<file path="config.mk">
export PLATFORM = sky130hd
export DESIGN_NAME = nth_band_predictor
export DESIGN_NICKNAME = d
export VERILOG_FILES = /design/src/rtl/nth_band_predictor.sv
export SDC_FILE = /design/constraint.sdc
export NUM_CORES = 1
export LEC_CHECK = 0
export CAP_MARGIN = 20
export CORE_UTILIZATION = 45
export CTS_BUF_LIST = sky130_fd_sc_hd__clkbuf_4 sky130_fd_sc_hd__clkbuf_8
export CTS_CLUSTER_SIZE = 12
export DETAILED_ROUTE_END_ITERATION = 8
export PLACE_DENSITY = 0.72
export SYNTH_ARGS = -nofsm -noshare
export SYNTH_HDL_FRONTEND = slang
export SYNTH_SLANG_ARGS = --single-unit
export TNS_END_PERCENT = 100
</file>
<file path="constraint.sdc">
create_clock -name clk -period 5.1 [get_ports clk]
set_clock_uncertainty 0.1 [all_clocks]
set_input_delay 0.765 -clock clk [delete_from_list [all_inputs] [get_ports clk]]
set_output_delay 0.765 -clock clk [all_outputs]
set_load 0.05 [all_outputs]
</file>
<file path="src/rtl/nth_band_predictor.sv">
// Inter-band predictor: scales the previous band's mean-removed sample by alpha and
// re-centres it on the current band's block mean, over a 3-stage elastic pipeline.
module nth_band_predictor #(
  parameter int DATA_WIDTH     = 16,
  parameter int ALPHA_WIDTH    = 10,
  parameter int BLOCK_SIZE_LOG = 8
) (
  input  logic                    clk,
  input  logic                    rst,
  input  logic                    xhat_valid,
  output logic                    xhat_ready,
  input  logic [DATA_WIDTH-1:0]   xhat_data,
  input  logic                    xmean_valid,
  output logic                    xmean_ready,
  input  logic [DATA_WIDTH-1:0]   xmean_data,
  input  logic                    xhatmean_valid,
  output logic                    xhatmean_ready,
  input  logic [DATA_WIDTH-1:0]   xhatmean_data,
  input  logic                    alpha_valid,
  output logic                    alpha_ready,
  input  logic [ALPHA_WIDTH-1:0]  alpha_data,
  output logic                    prediction_valid,
  input  logic                    prediction_ready,
  output logic [DATA_WIDTH:0]     prediction_data
);
  localparam int DW1 = DATA_WIDTH + 1;
  localparam int PW  = DATA_WIDTH + ALPHA_WIDTH + 2;
  localparam int RW  = PW + 1;

  logic [BLOCK_SIZE_LOG-1:0] cnt_q;
  logic                      v1_q, v2_q, v3_q;
  logic signed [DW1-1:0]     d_q;
  logic [ALPHA_WIDTH-1:0]    alpha1_q;
  logic [DATA_WIDTH-1:0]     xmean1_q, xmean2_q;
  logic signed [PW-1:0]      p_q;
  logic [DATA_WIDTH:0]       pred_q;

  logic adv1, adv2, adv3, all_valid, last, fire;

  // A stage may load when it is empty or its contents leave in the same cycle.
  assign adv3      = !v3_q || prediction_ready;
  assign adv2      = !v2_q || adv3;
  assign adv1      = !v1_q || adv2;
  assign all_valid = xhat_valid && xmean_valid && xhatmean_valid && alpha_valid;
  assign last      = (cnt_q == '1);
  assign fire      = rst && all_valid && adv1;

  assign xhat_ready     = fire;
  assign xmean_ready    = fire && last;
  assign xhatmean_ready = fire && last;
  assign alpha_ready    = fire && last;

  assign prediction_valid = v3_q;
  assign prediction_data  = pred_q;

  logic signed [DW1-1:0]   d_d;
  logic signed [ALPHA_WIDTH:0] alpha_s;
  logic signed [PW-1:0]    p_d;
  logic signed [PW-1:0]    s_d;
  logic signed [RW-1:0]    r_d;
  logic                    r_fits;
  logic [DATA_WIDTH:0]     sat_d;

  assign d_d     = $signed({1'b0, xhat_data}) - $signed({1'b0, xhatmean_data});
  assign alpha_s = $signed({1'b0, alpha1_q});
  assign p_d     = PW'(alpha_s) * PW'(d_q);
  assign s_d     = p_q >>> (ALPHA_WIDTH - 1);
  assign r_d     = RW'(s_d) + RW'($signed({1'b0, xmean2_q}));

  // r fits the signed output iff every bit above the output sign bit matches it.
  assign r_fits = (r_d[RW-1:DATA_WIDTH] == '0) || (r_d[RW-1:DATA_WIDTH] == '1);

  always_comb begin
    sat_d = r_d[DATA_WIDTH:0];
    if (!r_fits) begin
      sat_d = r_d[RW-1] ? {1'b1, {DATA_WIDTH{1'b0}}} : {1'b0, {DATA_WIDTH{1'b1}}};
    end
  end

  always_ff @(posedge clk or negedge rst) begin
    if (!rst) begin
      cnt_q    <= '0;
      v1_q     <= 1'b0;
      v2_q     <= 1'b0;
      v3_q     <= 1'b0;
      d_q      <= '0;
      alpha1_q <= '0;
      xmean1_q <= '0;
      xmean2_q <= '0;
      p_q      <= '0;
      pred_q   <= '0;
    end else begin
      if (fire) begin
        cnt_q <= cnt_q + BLOCK_SIZE_LOG'(1);
      end
      if (adv1) begin
        v1_q <= fire;
        if (fire) begin
          d_q      <= d_d;
          alpha1_q <= alpha_data;
          xmean1_q <= xmean_data;
        end
      end
      if (adv2) begin
        v2_q <= v1_q;
        if (v1_q) begin
          p_q      <= p_d;
          xmean2_q <= xmean1_q;
        end
      end
      if (adv3) begin
        v3_q <= v2_q;
        if (v2_q) begin
          pred_q <= sat_d;
        end
      end
    end
  end
endmodule

</file>
==> results of run 1 <==
-- worst max-delay path, stage by stage, from the launching register on --
cell	delay (ns)
dfrtp_2	0.47
and2_4	0.17
fa_1	0.55
inv_2	0.04
fa_2	0.52
inv_2	0.04
fa_2	0.46
fa_1	0.49
inv_1	0.05
fa_1	0.48
inv_2	0.04
ha_4	0.21
o21a_1	0.17
o2111ai_1	0.17
and2_4	0.19
a211oi_4	0.05
o31ai_4	0.25
nand2b_1	0.14
a221oi_2	0.26
xnor2_1	0.15
o21ai_1	0.07
-- cells in the mapped netlist, drive strengths merged (12+ instances only) --
| library cell | count |
|---|---|
| nand3 | 12 |
| nand2 | 248 |
| and2 | 78 |
| xnor2 | 30 |
| a21oi | 39 |
| inv | 233 |
| fa | 154 |
| o21ai | 51 |
| nor2 | 41 |
| a21o | 18 |
| mux2 | 17 |
| ha | 93 |
| clkbuf | 41 |
| dfrtp | 106 |
| xor2 | 19 |
-- power by group --
part           total (mW)  leakage [nW]  switching, mW  internal, mW
logic                8.33          5.76           4.31          4.02
registers            1.34          1.34          0.241          1.09
clock network       0.539        0.0998          0.342         0.196
total                10.2          7.20           4.89          5.31
-- state kept, by name (all words and copies together) (netlist names) --
register          flops
alpha1_q             10
cnt_q                 8
d_q                  17
p_q                  19
prediction_data      17
prediction_valid      1
v1_q                  1
v2_q                  1
xmean1_q             16
xmean2_q             16
-- through the flow --
step / util [%] / TNS [ns] / hold slack [ns] / cells
CTS: 55.36 / -0.3776 / 0.3642 / 1782
global placement: 53.23 / -1.006 / 0.3551 / 1745
global route: 55.76 / -2.853 / 0.3792 / 1787
floorplan: - / -0.01423 / 0.3377 / 1298
detailed placement: 53.23 / -2.388 / 0.3553 / 1745
finish: 55.76 / -0.5330 / 0.3475 / 1787
-- metal layers --
metal | GRT usage, % | vias up
met5 | 0 | -
met1 | 26.10 | 4129
met2 | 32.86 | 183
li1 | - | 4348
met4 | 4.163 | 0
met3 | 3.555 | 26
-- what timing repair did --
| item | in CTS | in global routing |
|---|---|---|
| resized for setup | 59 | 17 |
| buffers inserted | 22 | 5 |
| setup endpoints to repair | 12 | 16 |
| hold endpoints to repair | 0 | 0 |
| pin swaps | 38 | 6 |
-- cell type report --
class	count	area [um2]	share of cell area (%)
timing repair buffer	194	1734	12.28
tap	330	412.9	2.924
inverter	233	874.6	6.194
multi-input combinational	908	8228	58.27
sequential	106	2668	18.89
clock inverter	7	80.08	0.5671
clock buffer	9	123.9	0.8772
-- worst paths after layout --
check	from	to	slack [ns]	depth (start not counted)
max	d_q[3]$_DFFE_PN0P_	p_q[27]$_DFFE_PN0P_	-0.09	20
min	rst	xmean2_q[11]$_DFFE_PN0P_	0.35	2
max reg2reg	d_q[3]$_DFFE_PN0P_	p_q[27]$_DFFE_PN0P_	-0.09	20
min reg2reg	cnt_q[7]$_DFFE_PN0P_	cnt_q[7]$_DFFE_PN0P_	0.37	1
max in group asynchronous	rst	xmean2_q[5]$_DFFE_PN0P_	3.36	3
min in group clk	cnt_q[7]$_DFFE_PN0P_	cnt_q[7]$_DFFE_PN0P_	0.37	1
-- cells by family after synthesis --
logic type	synth area share [%]
fa+ha+maj	36.38
simple gates	16.68
mux	1.811
buf+inv	9.250
compound gates	9.486
xor+xnor	3.676
flops	22.72
-- layout by cell type, fill, tap and decap left out, drive strengths merged, types with 3 or more instances in the layout --
cell	Yosys	final
a31oi	3	3
o211ai	5	5
fa	154	154
o21ai	51	51
dfrtp	106	106
and2	78	78
o2111ai	3	3
a211o	3	3
nand4	4	4
nor3	8	8
xor2	19	19
clkdlybuf4s50	0	81
a211oi	7	7
nand3	12	12
ha	93	93
and3	11	11
xnor2	30	30
nand3b	4	4
a21oi	39	39
o21bai	5	5
inv	233	237
buf	10	113
o41ai	3	3
nor2b	5	5
o21a	7	7
or3	3	3
clkbuf	41	9
nand2b	10	10
mux2	17	17
o31ai	7	7
nand2	248	248
nor2	41	41
a21o	18	18
==> metrics.yaml, run 1 <==
outcome: "finished with violations"
violations: "negative setup slack"
hold_class: "primary input to async pin"
layout_min_cycle_time_ns: 5.194
slew_headroom_pct: 50.55
n_antenna_cell: 0
ys_ff_latch: 106
yosysSeqAreaShare_pct: 22.72
synth-main-ff-cell: "dfrtp_1"
cellPowerDensity_mw_per_mm2: 722.6
path_class: "flip-flop to flip-flop"
netlist_top_cells_area: "fa_1 (26%), dfrtp_1 (23%), ha_1 (10%)"
dpl.hpwl_um: 19550
worstMarginPinSlew_ns: 0.7418
synthDominantCellAreaShare_pct: 26.41
rows: 58
pin_count: 87
synth_nets: 1610
cts_buffers: 9
min_period_over_period_pct: 101.8
grt_pass1_vias: 8940
core_area_mm2: 0.02533
drc_errors: 0
wl_um: 24220
cts.hold.buffers_added: 0
wl_met2_um: 11710
wl_per_cell_um: 13.55
syn_area_mm2: 0.01167
firstDrtPassIters: 5
dieHeight_um: 163.1
via_per_inst: 4.861
cp-start-kind: "flip-flop"
grt_max_degree: 63
top_layer: "met4"
synth-edff-count: 0
start_util_pct: 46.09
htreeDepth: 3
nets: 1764
grt.overflow.total: 0
setup_viol: 9
synth_top_area_cell: "fa_1"
fin_area_mm2: 0.01412
insertion_delay_ns: 0.40
route.layer.met1.wl_um: 11100
final_antenna_net_count: 0
fmax_mhz: 192.5
dr_wl_met3_um: 1078
portBuffers: 86
hold_violations: 0
die_w_um: 163.1
synthArstFlopShare_pct: 100.0
cts-root-buf: "clkbuf_8"
post_dp_cell_area_mm2: 0.01348
die-area_mm2: 0.02659
grt_pass1_wl_um: 41810
cap_violations: 0
leakagePower_nw: 7.199
vdd_drop_max_mv: 0.6227
slew_violations: 0
drive_gt1_share_pct: 15.65
setup_slack_ns: -0.09419
path_max_fanout: 5
clock_sinks: 106
grt_usage_pct: 19.48
postSynthAreaPerCell_um2: 8.994
cp.required_ns: 5.27
end_kind: "flip-flop"
drt-initial-drc-count: 396
place_ws_ns: -0.2823
clockBufferDepth: 2
area_delta_synth_final_pct: 20.96
syn_inst: 1298
ys_warn_count: 0
vias: 8686
gp_congestion: 0.8400
cts_tree: "built"
path_clk_slew_ns: 0.12
synth_cell_types: 60
n_fill_cell: 2210
antenna_found_initial: 0
finalPower_mw: 10.20
cp.arrival_ns: 5.37
rsz0062_at_grt: "true"
(Power assumes the default switching activity.)
==> run 2: changes to the inputs <==
CORE_UTILIZATION = 55   (was 45)
PLACE_DENSITY = 0.85   (was 0.72)
==> metrics.yaml, run 2 (synthesis results as in run 1) <==
grt_pass1_vias: 9641
slew_violations: 0
cp.arrival_ns: 5.52
cp.required_ns: 5.28
hold_violations: 0
utilization_pct: 69.12
violations: "negative setup slack"
worstMarginPinSlew_ns: 0.7222
cts_buffers: 9
portBuffers: 86
die_w_um: 147.7
leakagePower_nw: 7.255
gp_congestion: 0.8694
holdCritStartpoint: "cnt_q[3]$_DFFE_PN0P_"
rsz0062_at_grt: "true"
cts-root-buf: "clkbuf_8"
final_common_cell: "nand2_1"
grt_pass1_wl_um: 43600
path_clk_slew_ns: 0.11
end_kind: "flip-flop"
cellPowerDensity_mw_per_mm2: 750.1
vias: 9057
pin_count: 87
cts_tree: "built"
cp-start-kind: "flip-flop"
r2r_start: "d_q[3]$_DFFE_PN0P_"
regMostFlops: "p_q"
n_antenna_cell: 0
htreeDepth: 3
vdd_drop_max_mv: 0.4368
fin_area_mm2: 0.01417
p_clk_share_pct: 6.4
firstDrtPassIters: 5
post_dp_cell_area_mm2: 0.01338
dpl.hpwl_um: 19960
via_per_inst: 5.257
dieHeight_um: 147.7
min_period_over_period_pct: 104.6
path_max_fanout: 5
path_buf_inv: 4
cp_slowest_cell: "fa_1"
area_delta_synth_final_pct: 21.35
wl_per_cell_um: 14.95
cpPeakStageDelay_ns: 0.59
drt-initial-drc-count: 457
final_antenna_net_count: 0
grt_usage_pct: 24.84
place_ws_ns: -0.3654
cts.hold.buffers_added: 0
finalPower_mw: 10.63
largest_reg_flops: 19
antenna_found_initial: 0
layout_min_cycle_time_ns: 5.335
insertion_delay_ns: 0.41
wl_um: 25760
worstPathCellList: "buf_6 -> buf_4 -> and2_1 -> ha_1 -> fa_1 -> fa_2 -> fa_1 -> inv_1 -> fa_1 -> inv_1 -> ha_1 -> o21a_1 -> o2111ai_1 -> and2_4 -> a211oi_4 -> o211ai_1 -> nand3b_1 -> a31oi_1 -> xor2_1 -> o21ai_1"
die-area_mm2: 0.02181
cap_violations: 0
crit_family: "adder cells"
core_area_mm2: 0.02049
grt.overflow.total: 0
rows: 52
fmax_mhz: 187.5
setup_viol: 10
switching_power_mw: 5.124
outcome: "finished with violations"
power_frac_comb_pct: 80.8
hold_class: "flip-flop to flip-flop"
nets: 1760
setup_slack_ns: -0.2346
slew_headroom_pct: 51.85
drc_errors: 0
crit_top_cell: "fa_1"
swShare_pct: 48.22
path_class: "flip-flop to flip-flop"
drive_gt1_share_pct: 16.45
final_cell_mix: "nand2_1 (230), inv_1 (219), fa_1 (143)"
clock_sinks: 106
clockBufferDepth: 2
grt_max_degree: 60
start_util_pct: 56.96
p_seq_share_pct: 12.7
intPower_mw: 5.502
setup.worst_path.start: "d_q[3]$_DFFE_PN0P_"
run 2: cell count changes in the layout (fill, tap and decap cells not counted), moves of 2 or more:
cell	delta
buf_4	-11
nand2_1	-7
nand2_2	+6
buf_12	+4
inv_1	-4
inv_2	+4
bufinv_16	+3
buf_6	+2
ha_1	+2
ha_4	-2
inv_6	-2
run 2: power groups by stage:
stage | logic (mW) | clock network (mW) | registers, mW
6_report | 8.59 | 0.684 | 1.35
5_1_grt | 9.65 | 0.725 | 1.39
4_1_cts | 8.09 | 0.692 | 1.34
3_5_place_dp | 7.76 | 0 | 1.36
3_3_place_gp | 7.40 | 0 | 1.35
2_1_floorplan | 5.46 | 0 | 1.46
run 2: worst register-to-register path, stage by stage (launching register included):
cell	delay [ns]
dfrtp_2	0.47
buf_6	0.13
buf_4	0.12
and2_1	0.15
ha_1	0.31
fa_1	0.59
fa_2	0.45
fa_1	0.49
inv_1	0.05
fa_1	0.52
inv_1	0.04
ha_1	0.28
o21a_1	0.12
o2111ai_1	0.23
and2_4	0.22
a211oi_4	0.05
o211ai_1	0.28
nand3b_1	0.15
a31oi_1	0.21
xor2_1	0.19
o21ai_1	0.07
run 2: area by class of cell:
class / instances / area [um2]
Sequential cell: 106 / 2669
Clock inverter: 7 / 145.1
Clock buffer: 9 / 123.9
Inverter: 233 / 874.6
Timing Repair Buffer: 190 / 1764
Tap cell: 270 / 337.8
Fill cell: 1465 / 6329
Multi-Input combinational cell: 908 / 8252
run 2: per-stage QoR:
step / hold WS (ns) / setup TNS [ns] / std cells
6_report: 0.3746 / -1.451 / 1723
5_1_grt: 0.3941 / -4.241 / 1723
4_1_cts: 0.3784 / -0.3934 / 1713
3_5_place_dp: 0.3576 / -2.505 / 1680
3_3_place_gp: 0.3566 / -0.8524 / 1680
2_1_floorplan: 0.3377 / -0.01423 / 1298
run 2: final timing paths:
check                                           endpoint  slack (ns)  cells past startpoint
worst max-delay path                 p_q[25]$_DFFE_PN0P_       -0.23                     20
worst min-delay path                cnt_q[3]$_DFFE_PN0P_        0.37                      1
worst max register to register       p_q[25]$_DFFE_PN0P_       -0.23                     20
worst min register to register      cnt_q[3]$_DFFE_PN0P_        0.37                      1
max in group asynchronous            p_q[11]$_DFFE_PN0P_        3.34                      3
min in group asynchronous       xmean1_q[11]$_DFFE_PN0P_        0.38                      2
run 2: layer usage:
layer | track usage [%] | share of wire, % | vias up
li1 | - | - | 4331
met1 | 31.21 | 42 | 4407
met2 | 43.30 | 50 | 271
met3 | 4.691 | 4.9 | 48
met4 | 7.887 | 2.6 | 0
met5 | 0 | 0 | -
run 2: what timing repair did:
| item | 4_1_cts | 5_1_grt |
|---|---|---|
| endpoints found under the setup margin | 14 | 15 |
| pin swaps | 32 | 40 |
| gates resized for setup | 47 | 44 |
| buffers inserted | 17 | 10 |
==> run 3: changes to the inputs <==
CTS_CLUSTER_DIAMETER = 120   (was unset)
==> results of run 3 <==
The final DEF is identical to that of run 2; final timing and power are the same.
